===== config.mk =====
export PLATFORM = sky130hd
export DESIGN_NAME = score_display_ctrl
export DESIGN_NICKNAME = d
export VERILOG_FILES = /design/src/rtl/score_display_ctrl.sv
export SDC_FILE = /design/constraint.sdc
export NUM_CORES = 1
export LEC_CHECK = 0
export ABC_AREA = 1
export CAP_MARGIN = 20
export CELL_PAD_IN_SITES_DETAIL_PLACEMENT = 1
export CELL_PAD_IN_SITES_GLOBAL_PLACEMENT = 1
export CORE_MARGIN = 2
export CORE_UTILIZATION = 42
export DETAILED_ROUTE_END_ITERATION = 12
export GPL_TIMING_DRIVEN = 0
export MAX_ROUTING_LAYER = met4
export PLACE_DENSITY_LB_ADDON = 0.1
export SETUP_SLACK_MARGIN = 0.2
export SYNTH_ARGS = -nofsm -noshare
export SYNTH_HDL_FRONTEND = slang
export SYNTH_SLANG_ARGS = --single-unit
export TNS_END_PERCENT = 30

===== constraint.sdc =====
create_clock -name clk -period 2.78 [get_ports clk]
set_input_delay 0.556 -clock clk [delete_from_list [all_inputs] [get_ports clk]]
set_output_delay 0.556 -clock clk [all_outputs]
set_load 0.01 [all_outputs]

===== src/rtl/score_display_ctrl.sv =====
// score_display_ctrl: Pong BCD score/games keeper with win detection, blink timer and 8-digit display word.
module score_display_ctrl #(
  parameter int WIN_SCORE = 11,
  parameter int BLINK_DIV = 25_000_000
) (
  input  logic        clk,
  input  logic        reset,
  input  logic        point_l,
  input  logic        point_r,
  input  logic        new_game,
  output logic [31:0] x_out,
  output logic        game_over,
  output logic        winner
);
  localparam logic [0:0] PLAY = 1'b0;
  localparam logic [0:0] WIN  = 1'b1;
  localparam int CW = $clog2(BLINK_DIV);
  localparam logic [CW-1:0] TERM = CW'(BLINK_DIV - 1);
  localparam logic [7:0] WIN_BCD = {4'(WIN_SCORE / 10), 4'(WIN_SCORE % 10)};
  function automatic logic [7:0] bcd_inc(input logic [7:0] s);
    return s[3:0] == 4'd9 ? {s[7:4] + 4'd1, 4'd0} : s + 8'd1;
  endfunction
  function automatic logic [3:0] sat_inc(input logic [3:0] g);
    return g == 4'd9 ? g : g + 4'd1;
  endfunction
  logic [0:0]    state;
  logic [7:0]    score_l, score_r, next_l, next_r;
  logic [3:0]    games_l, games_r;
  logic          blink_on, win_l, win_r, blank;
  logic [CW-1:0] blink_cnt;
  always_comb begin
    next_l = point_l ? bcd_inc(score_l) : score_l;
    next_r = point_r ? bcd_inc(score_r) : score_r;
    win_l  = next_l == WIN_BCD;
    win_r  = next_r == WIN_BCD;
  end
  always_ff @(posedge clk or posedge reset) begin
    if (reset) begin
      state     <= PLAY;
      score_l   <= 8'h00;
      score_r   <= 8'h00;
      games_l   <= 4'd0;
      games_r   <= 4'd0;
      blink_on  <= 1'b1;
      blink_cnt <= '0;
      winner    <= 1'b0;
    end else if (state == PLAY) begin
      if (new_game) begin
        score_l <= 8'h00;
        score_r <= 8'h00;
      end else begin
        score_l <= next_l;
        score_r <= next_r;
        if (win_l || win_r) begin
          state     <= WIN;
          winner    <= !win_l;
          games_l   <= win_l ? sat_inc(games_l) : games_l;
          games_r   <= win_l ? games_r : sat_inc(games_r);
          blink_cnt <= '0;
          blink_on  <= 1'b1;
        end
      end
    end else if (new_game) begin
      state     <= PLAY;
      score_l   <= 8'h00;
      score_r   <= 8'h00;
      blink_on  <= 1'b1;
      blink_cnt <= '0;
    end else if (blink_cnt == TERM) begin
      blink_cnt <= '0;
      blink_on  <= !blink_on;
    end else begin
      blink_cnt <= blink_cnt + 1'b1;
    end
  end
  // Display word is a pure function of state registers, so it carries no input-to-output path.
  always_comb begin
    blank     = state == WIN && !blink_on;
    x_out     = {blank && !winner ? 8'hEE : score_l, 4'h0, games_l, games_r, 4'h0,
                 blank && winner ? 8'hEE : score_r};
    game_over = state == WIN;
  end
endmodule


==> flow_summary.json <==
{
  "status": "finished clean",
  "syn_inst": 492,
  "via_per_inst": 5.18,
  "yosys.cell_count.top_type": "nand2_1",
  "wl_per_cell_um": 14.7,
  "rsz0062_at_grt": "false",
  "grt.total_usage": 0.216,
  "dp_hpwl_mm": 7.25,
  "holdCritPathClass": "flip-flop to flip-flop",
  "syn_to_final_growth_pct": 15.4,
  "p_leak_nw": 1.99,
  "crit_chain": "inv_1 > nand3_1 > nand2_1 > inv_1 > clkdlybuf4s50_1",
  "hold_buffers": 0,
  "grt_pass1_wl_mm": 16.4,
  "n_antenna_cell": 0,
  "cts_resized": 0,
  "dr.pass1.iters": 4,
  "seq_area_sq_um": 1300,
  "die_h_um": 97.1,
  "relSlewSlack": 0.610,
  "startpoint_type": "flip-flop",
  "clk_pin_slew_ns": 0.09,
  "netSwitchingPower_w": 0.000394,
  "placed_cells": 633,
  "yosys_most_used_dff": "dfrtp_1",
  "dpl_cell_area_sq_um": 4100,
  "synthDistinctLibCells": 41,
  "worst-path-buf-inv": 3,
  "synth_top_area_frac": 0.351,
  "cp.arrival_ns": 1.89,
  "drc": 0,
  "p_seq_frac": 0.574,
  "max_stage_delay_ns": 0.55,
  "power_frac_comb": 0.119,
  "root_buffer": "clkbuf_8",
  "clock-sinks": 52,
  "layout-drive-gt1-share": 0.142,
  "postCtsSetupRepairBufs": 0,
  "required_ns": 2.22,
  "grt_max_degree": 29,
  "criticalPathCategory": "flip-flop to output pin",
  "drt-initial-drc-count": 110,
  "io_buffers": 28,
  "synth-edff-count": 0,
  "setup_viol": 0,
  "slew_viol_final": 0,
  "cap_viol_max_count": 0,
  "cts_tree": "done",
  "coreArea_sq_um": 8300,
  "peakVddDrop_uv": 162,
  "wl_mm": 9.39,
  "p_sw_frac": 0.277,
  "nets": 551,
  "worst_pin_slew_ns": 0.583,
  "clockBufferDepth": 2,
  "ys_ff_latch": 52,
  "synth_top_family_by_area": "simple AND/OR/NAND/NOR gates",
  "cts_buffers": 5,
  "synth-seq-area-share": 0.358,
  "synth_xor_area_frac": 0.0529,
  "post-route-min-period_ns": 2.44,
  "fin_area_sq_um": 4200,
  "rows": 33,
  "syn_area_per_cell_sq_um": 7.40,
  "finish.utilization": 0.506,
  "synth_compound_area_frac": 0.0873,
  "synthesis.area_sq_um": 3640,
  "dieWidth_um": 97.1,
  "fin_crit_sh": 0.879,
  "crit_path_end_kind": "output pin",
  "synthTopCellsByCount": "nand2_1 (139), inv_1 (59), dfrtp_1 (51), nand3_1 (43), nor2_1 (29)",
  "fillers": 1094,
  "routabilityCongestion": 0.840,
  "muxShareOfSynthArea": 0,
  "yosys_warnings": 0,
  "grt_pass1_vias": 3515,
  "cp_top_family": "buffers and inverters",
  "ant_nets": 0,
  "multiInputGateArea_sq_um": 2030,
  "powerDensity_nw_per_um2": 339,
  "final_cell_count_no_fill": 640,
  "fin_skew_ns": 0.0115,
  "internal-power_w": 0.00103,
  "synthTopCellsByArea": "dfrtp_1 (35%), nand2_1 (14%), inv_1 (6.1%)",
  "die-area_sq_um": 9430,
  "hold_viol_final": 0,
  "fmax_mhz": 409,
  "htreeDepth": 2,
  "clk-insertion-delay-late_ns": 0.32,
  "synthArstFlopShare": 1.00,
  "p_clk_frac": 0.307,
  "crit_top_cell": "inv_1",
  "synth_area_leader_cell": "dfrtp_1",
  "num_vias": 3315,
  "initial_core_util": 0.439,
  "crit_slowest_cell": "dfstp_2",
  "antenna_found_initial": 0,
  "cp_max_fo": 8,
  "grt_remaining_overflow": 0,
  "synthSimpleGateAreaFrac": 0.367,
  "ios": 39,
  "synthAdderAreaFrac": 0.0378
}
-- worst min-delay path, cell delays in order (launching register included) --
cell and delay, ns:
dfstp_2 0.39, nand2_1 0.06, nand2_1 0.04
-- state kept, by name, indices dropped and copies added (netlist names) --
name / flops
blink_cnt: 25
score_l: 8
winner: 1
games_l: 4
blink_on: 1
score_r: 8
games_r: 4
game_over: 1
-- power groups by stage --
stage	logic [W]	clock network (W)	registers (W)
floorplan	0.000106	0	0.000827
global placement	0.000160	0	0.000830
detailed placement	0.000171	0	0.000831
CTS	0.000171	0.000450	0.000817
global route	0.000194	0.000488	0.000824
finish	0.000170	0.000437	0.000818
-- logic make-up (layout without fill, tap and decap cells) --
group / after synthesis / in the layout
and+or+nand+nor: 279 / 279
buffers and inverters: 78 / 114
DFF: 52 / 52
AOI/OAI and AO/OA: 49 / 49
xor gates and xnor gates: 22 / 22
adders and majority gates: 11 / 11
other: 1 / 8
-- final timing paths --
kind	from	end	slack (ns)	cells after the start
max in group asynchronous	reset	blink_cnt[0]	1.60	3
max reg2reg	blink_cnt[0]	blink_cnt[19]	0.45	10
min in group asynchronous	reset	blink_cnt[16]	0.62	2
min reg2reg	blink_on	blink_on	0.49	2
max	blink_on	x_out[0]	0.34	5
min	blink_on	blink_on	0.49	2
-- through the flow --
step | setup TNS, ns | hold slack, ns | worst slack (ns) | total power [W]
5_1_grt | 0 | 0.520 | 0.209 | 0.00151
2_1_floorplan | 0 | 0.449 | 0.842 | 0.000933
6_report | 0 | 0.491 | 0.337 | 0.00142
3_5_place_dp | 0 | 0.479 | 0.214 | 0.00100
3_3_place_gp | -12.73 | 0.461 | -0.253 | 0.000990
4_1_cts | 0 | 0.494 | 0.202 | 0.00144
-- cells in the final DEF (no fill, tap or decap), drive strengths merged, types with 9 or more instances in the layout --
cell type,instances
ha,11
nor2,38
dfrtp,51
clkbuf,9
buf,14
nand3,47
xor2,14
nand2,156
inv,60
nor3,11
nand4,14
clkdlybuf4s50,28
o21ai,32
-- routing by layer --
metal,part of all wire,global-route usage,vias up
li1,-,-,1659
met1,0.46,0.272,1605
met2,0.49,0.363,45
met3,0.036,0.0388,6
met4,0.0067,0.0520,0
met5,0,-,-
-- area by class of cell --
| type | instances | share of cell area |
|---|---|---|
| multi-input cells | 369 | 0.483 |
| flip-flops and latches | 52 | 0.310 |
| repair buffers | 29 | 0.0715 |
| inverters | 62 | 0.0563 |
| well taps | 105 | 0.0313 |
| plain buffers | 16 | 0.0286 |
| clock buffers | 6 | 0.0173 |
| clock inverters | 1 | 0.00119 |
Power figures use the tool's default switching activity.
